File: src/rtl/writeback_unit.sv
// Register-file writeback arbiter: merges ALU results and formatted load responses
// onto one registered write port, with a one-entry hold buffer for ALU results.
module writeback_unit (
  input  logic        clk,
  input  logic        reset,
  input  logic        alu_valid,
  input  logic [4:0]  alu_rd,
  input  logic [31:0] alu_result,
  output logic        alu_ready,
  input  logic        load_issue,
  input  logic [4:0]  load_rd,
  input  logic [2:0]  load_funct3,
  input  logic [1:0]  load_addr_low,
  output logic        load_ready,
  input  logic        mem_read_valid,
  input  logic [31:0] mem_read_data,
  output logic [4:0]  register_write,
  output logic [31:0] write_data,
  output logic        register_write_enable,
  output logic        load_pending,
  output logic        load_error
);

  typedef enum logic [0:0] {StIdle, StLoadWait} state_e;

  state_e      state_q, state_d;
  logic [4:0]  ld_rd_q;
  logic [2:0]  ld_funct3_q;
  logic [1:0]  ld_off_q;
  logic        hold_full_q, hold_full_d;
  logic [4:0]  hold_rd_q, hold_rd_d;
  logic [31:0] hold_data_q, hold_data_d;
  logic [4:0]  reg_write_q, reg_write_d;
  logic [31:0] write_data_q, write_data_d;
  logic        wr_en_q, wr_en_d;
  logic        load_error_q, load_error_d;

  logic        load_acc, alu_acc, load_resp, ld_err;
  logic [7:0]  ld_byte;
  logic [15:0] ld_half;
  logic [31:0] ld_data;

  assign load_acc  = load_issue && (state_q == StIdle);
  assign alu_acc   = alu_valid && !hold_full_q;
  assign load_resp = mem_read_valid && (state_q == StLoadWait);
  assign alu_ready = !hold_full_q;

  always_ff @(posedge clk) begin
    if (reset) begin
      state_q <= StIdle;
    end else begin
      state_q <= state_d;
    end
  end

  always_comb begin
    state_d = state_q;
    case (state_q)
      StIdle:     if (load_issue) state_d = StLoadWait;
      StLoadWait: if (mem_read_valid) state_d = StIdle;
      default:    state_d = StIdle;
    endcase
  end

  always_comb begin
    load_ready   = (state_q == StIdle);
    load_pending = (state_q == StLoadWait);
  end

  always_comb begin
    case (ld_off_q)
      2'd0:    ld_byte = mem_read_data[7:0];
      2'd1:    ld_byte = mem_read_data[15:8];
      2'd2:    ld_byte = mem_read_data[23:16];
      default: ld_byte = mem_read_data[31:24];
    endcase
    ld_half = ld_off_q[1] ? mem_read_data[31:16] : mem_read_data[15:0];
    ld_err  = 1'b0;
    ld_data = mem_read_data;
    case (ld_funct3_q)
      3'b000:  ld_data = {{24{ld_byte[7]}}, ld_byte};
      3'b100:  ld_data = {24'h0, ld_byte};
      3'b001: begin
        ld_data = {{16{ld_half[15]}}, ld_half};
        ld_err  = ld_off_q[0];
      end
      3'b101: begin
        ld_data = {16'h0, ld_half};
        ld_err  = ld_off_q[0];
      end
      3'b010:  ld_err = (ld_off_q != 2'd0);
      default: ld_err = 1'b1;
    endcase
  end

  // Priority: load response > hold buffer > new ALU result.
  always_comb begin
    hold_full_d  = hold_full_q;
    hold_rd_d    = hold_rd_q;
    hold_data_d  = hold_data_q;
    reg_write_d  = reg_write_q;
    write_data_d = write_data_q;
    wr_en_d      = 1'b0;
    load_error_d = 1'b0;
    if (load_resp) begin
      load_error_d = ld_err;
      if (!ld_err) begin
        reg_write_d  = ld_rd_q;
        write_data_d = ld_data;
        wr_en_d      = (ld_rd_q != 5'd0);
      end
      if (alu_acc) begin
        hold_full_d = 1'b1;
        hold_rd_d   = alu_rd;
        hold_data_d = alu_result;
      end
    end else if (hold_full_q) begin
      reg_write_d  = hold_rd_q;
      write_data_d = hold_data_q;
      wr_en_d      = (hold_rd_q != 5'd0);
      hold_full_d  = 1'b0;
    end else if (alu_acc) begin
      reg_write_d  = alu_rd;
      write_data_d = alu_result;
      wr_en_d      = (alu_rd != 5'd0);
    end
  end

  always_ff @(posedge clk) begin
    if (reset) begin
      ld_rd_q      <= 5'd0;
      ld_funct3_q  <= 3'd0;
      ld_off_q     <= 2'd0;
      hold_full_q  <= 1'b0;
      hold_rd_q    <= 5'd0;
      hold_data_q  <= 32'd0;
      reg_write_q  <= 5'd0;
      write_data_q <= 32'd0;
      wr_en_q      <= 1'b0;
      load_error_q <= 1'b0;
    end else begin
      if (load_acc) begin
        ld_rd_q     <= load_rd;
        ld_funct3_q <= load_funct3;
        ld_off_q    <= load_addr_low;
      end
      hold_full_q  <= hold_full_d;
      hold_rd_q    <= hold_rd_d;
      hold_data_q  <= hold_data_d;
      reg_write_q  <= reg_write_d;
      write_data_q <= write_data_d;
      wr_en_q      <= wr_en_d;
      load_error_q <= load_error_d;
    end
  end

  assign register_write        = reg_write_q;
  assign write_data            = write_data_q;
  assign register_write_enable = wr_en_q;
  assign load_error            = load_error_q;

endmodule

File: config.mk
export PLATFORM = sky130hd
export DESIGN_NAME = writeback_unit
export DESIGN_NICKNAME = d
export VERILOG_FILES = /design/src/rtl/writeback_unit.sv
export SDC_FILE = /design/constraint.sdc
export NUM_CORES = 1
export LEC_CHECK = 0
export ABC_AREA = 1
export BUFFER_PORTS_ARGS = -buffer_cell sky130_fd_sc_hd__buf_2
export CORE_ASPECT_RATIO = 1.4
export CORE_MARGIN = 2
export CORE_UTILIZATION = 32
export CTS_CLUSTER_SIZE = 20
export DETAILED_ROUTE_END_ITERATION = 16
export GPL_ROUTABILITY_DRIVEN = 0
export PLACE_DENSITY = 0.6
export SYNTH_ARGS = -nofsm -noshare
export SYNTH_HDL_FRONTEND = slang
export SYNTH_SLANG_ARGS = --single-unit
File: constraint.sdc
create_clock -name clk -period 3.1 [get_ports clk]
set_clock_uncertainty 0.05 [all_clocks]
set_input_delay 0.93 -clock clk [delete_from_list [all_inputs] [get_ports clk]]
set_output_delay 0.93 -clock clk [all_outputs]
set_load 0.005 [all_outputs]
# Word-level counts from Yosys, hierarchy flattened
# Index checks and enable logic that the tools add are counted.
# W data, S select, Z words.
# word_totals
n_memories,0
output_inout_bits,42
latchBits,0
mem_bits_ro,0
ramBits,0
reg_bits,88
elab_cells,55
# classes
magnitude_cmp,0
n_eq_ne,7
n_mux,19
mul,0
shifts,0
n_div,0
n_reduce_logical,16
n_bitwise,2
n_addsub,0
# op_table
op,n
$mux W32,4
$pmux W32 S4,1
$pmux W8 S3,1
$mux W5,4
$mux W16,1
$reduce_bool A5 Y1,3
$eq A3 B3 Y1 const B,2
$mux W1,6
$reduce_or A2 Y1,3
$reduce_and A2 Y1,2
$eq A3 B1 Y1 const B,1
$eq A3 B2 Y1 const B,1
$logic_and A1 B1 Y1,3
$logic_not A3 Y1,1
$pmux W1 S3,1
$reduce_bool A3 Y1,1
$eq A2 B1 Y1 const B,1
$eq A2 B2 Y1 const B,1
$logic_not A2 Y1,1
$ne A2 B2 Y1 const B,1
$not A1 Y1,2
$pmux W1 S2,1
$reduce_bool A2 Y1,1
$logic_not A1 Y1,1

# Logic depth before layout (Yosys ltp)
# logic_depth
depth_word,5
depth_mapped,10
depth_no_buf,9

# Worst setup path before layout
# Ideal clock, no wire load.
# synth_timing
path_type,input port to flip-flop
start,input port mem_read_valid
end,register reg_write_q[3] (netlist: register_write[3])
setup_time_ps,64
n_path_buf,2
cell_stages,7
path_slack_ps,1179
arrival_time_ps,1807
t_required_ps,2986
cell_sequence,nand2_1 > buf_2 > clkbuf_1 > nor2_1 > a31oi_1 > nor2_1 > nor2_1
# synth_between
elab_chain_cells,3
# synth_rtl
element,line_no,rtl
from (decl),15,"input logic mem_read_valid,"
$logic_and A1 B1 Y1 *,45,assign load_resp = mem_read_valid && (state_q == StLoadWait);
$ne A2 B2 Y1 (no line) / $reduce_bool A3 Y1 (equally long branches),--,
$reduce_and A2 Y1 (no line),--,
to (signal assigned),150,reg_write_q <= reg_write_d;
to (decl),33,"logic [4:0] reg_write_q, reg_write_d;"
# Every way passes the cells marked *; elsewhere a longest branch is shown, timed or not.
# A chain may end at the register's enable or synchronous reset.

# Worst setup path in the final report
# layout_timing
start,register hold_full_q
end,output port alu_ready
# layout_between
elab_chain_cells,1
# layout_rtl
element,line_no,rtl
from (decl),30,"logic hold_full_q, hold_full_d;"
from (signal assigned),147,hold_full_q <= hold_full_d;
$logic_not A1 Y1,46,assign alu_ready = !hold_full_q;
to (decl),9,"output logic alu_ready,"
# No other way between the ends.

==> impl_metrics.ini <==
[clocking]
clk_latency_ps = 340
cts.repair.resized = 0
h-tree-depth = 3
clk_pin_slew_ps = 60
cts_hold_buf = 0
cts_sinks = 88
clock-root-buffer = clkbuf_16
postCtsSetupBuffers = 0
clockBufferDepth = 2
numCtsBuffers = 9
cts_tree = built

[synthesis]
yosysSeqAreaShare = 0.387
synthDominantCellAreaShare = 0.387
synth_area_per_cell_um2 = 6.43
syn_area_um2 = 4550
synth_cell_types = 32
synthArstFlopShare = 0
yosysTopAreaCell = dfxtp_1
synthesis.nets = 792
synthMostInstantiatedCell = nor2_1
yosys-top-cells-count = nor2_1, nand2_1, dfxtp_1, o21ai_0, a21oi_1
synthCells = 708
synth_edf_count = 0
synthesis.yosys.warnings = 0
dominantRegCellSynth = dfxtp_1
yosys-top-cells-area = dfxtp_1, nor2_1, nand2_1
yosys_register_bits = 88

[setup_path]
crit_family = flip-flops
arrival_ps = 1350
critPathMaxStageDelay_ps = 680
critPathCaptureType = output port
cp_num_buf_inv = 2
start_kind = flop
rrSetupSlack_ps = 1110
critPathMaxFanout = 13
startpoint = hold_full_q
path_class = flop to output port
critical_path.cell_chain = clkinv_1 -> buf_2
required_ps = 2120
r2r_start = ld_off_q[1]
cp_slowest_cell = dfxtp_1

[global_route]
antenna_found_initial = 1
grt_first_pass_wirelength_mm = 24.2
grt_use_total = 0.198
grt_pass1_vias = 4766
overflow = 0
grt_max_degree = 60

[sta]
maxSlewViolCount = 0
timing.final.hold_violations = 0
period_needed_ps = 2330
setup_violations = 0
timing.slew.headroom = 0.556
hold_ws_ps = 419
worstMarginPinSlew_ps = 665
fmax_mhz = 429
finalSetupTns_ps = 0
rsz0062_at_grt = no
min_period_over_period = 0.751

[cells_and_area]
drive_gt1_frac = 0.207
fill_cells = 1560
area_growth_pct = 23.1
nets = 892

[floorplan]
die_w_um = 105
core-area_um2 = 13900
start_util = 0.327
row_count = 51
die_h_um = 145
die-area_um2 = 15200
io_pins = 126

[hold_path]
hp-class = flop to flop
holdCritStartpoint = write_data[3]

[drt]
wl_per_cell_um = 15.3
drt_first_pass_iters = 5
route.final.wire_length_mm = 15.3
ant_nets = 0
drc_errors = 0
via_per_inst = 4.97
drt_iter0_markers = 375
num_vias = 4967

[place]
port_buffers = 125
place_hpwl_mm = 10.8

[run_status]
status = completed

[power]
p_leak_nw = 2.62
ir_worst_vdd_uv = 270
powerDensity_nw_per_um2 = 531

[job]
maxCapViolations = 0
cells by family (layout without fill, tap and decap cells):
| logic type | count (synthesis) | in the layout | synth area share |
|---|---|---|---|
| AO/OA/AOI/OAI | 201 | 201 | 0.225 |
| buffers and inverters | 87 | 192 | 0.0825 |
| flip-flops | 88 | 88 | 0.387 |
| other | 0 | 1 | 0 |
| AND/OR/NAND/NOR | 332 | 332 | 0.305 |
where the power goes:
group          leakage [nW]  internal (mW)  switching [mW]
logic                  1.75          0.221           0.359
clock network         0.149          0.671           0.457
registers             0.724           1.22          0.0499
cell type report:
| class | instances | area [um2] | area share |
|---|---|---|---|
| diodes | 1 | 2.50 | 0.000447 |
| well taps | 185 | 231 | 0.0413 |
| multi-input cells | 533 | 2420 | 0.431 |
| clock inverters | 4 | 51.3 | 0.00916 |
| inverters | 38 | 145 | 0.0259 |
| repair buffers | 138 | 736 | 0.131 |
| clock buffers | 12 | 256 | 0.0458 |
| flip-flops and latches | 88 | 1760 | 0.315 |
cells in the final DEF, fill, tap and decap left out, types with 3 or more instances in the layout:
| cell | Yosys | final |
|---|---|---|
| a21oi_1 | 77 | 77 |
| buf_2 | 10 | 125 |
| buf_4 | 7 | 12 |
| clkbuf_16 | 0 | 9 |
| dfxtp_1 | 88 | 88 |
| inv_1 | 32 | 31 |
| inv_2 | 4 | 5 |
| nand2_1 | 127 | 126 |
| nand3_1 | 51 | 51 |
| nand3b_1 | 3 | 3 |
| nor2_1 | 139 | 139 |
| o21ai_0 | 86 | 86 |
| o21ai_1 | 30 | 30 |
| or2_0 | 3 | 3 |
state kept, by name (all words and copies together) (netlist names):
name,count
hold_data_q,32
hold_full_q,1
hold_rd_q,5
ld_funct3_q,3
ld_off_q,2
ld_rd_q,5
load_error,1
load_pending,1
register_write,5
register_write_enable,1
write_data,32
per-layer routing:
metal / vias to the layer above / share of wire / global-route usage
li1: 2530 / - / -
met1: 2248 / 0.42 / 0.243
met2: 161 / 0.49 / 0.336
met3: 28 / 0.053 / 0.0328
met4: 0 / 0.031 / 0.0927
met5: - / 0 / 0
worst paths after layout:
path	end	cells past startpoint
worst min-delay path	write_data[3]	2
worst max-delay path	alu_ready	2
worst max register to register	write_data[25]	8
worst min register to register	write_data[3]	2
per-stage QoR:
| step | cells | instance area (um2) | total power [mW] | utilization | worst slack [ps] |
|---|---|---|---|---|---|
| after global placement | 982 | 5290 | 1.87 | 0.380 | 707 |
| final | 999 | 5600 | 2.97 | 0.403 | 771 |
| after global routing | 999 | 5600 | 3.12 | 0.403 | 671 |
| after detailed placement | 982 | 5290 | 1.87 | 0.380 | 645 |
| after CTS | 998 | 5600 | 3.00 | 0.402 | 720 |
| after floorplan | 708 | 4550 | 1.65 | - | 1180 |
worst register-to-register path: stages, from the launching register on:
cell and delay (ps):
dfxtp_1 300, buf_4 170, inv_1 340, nor2_1 110, nand2_1 140, nand4_4 340, nand3_1 240, nand2_1 80
a21oi_1 150
Power figures use the tool's default switching activity.
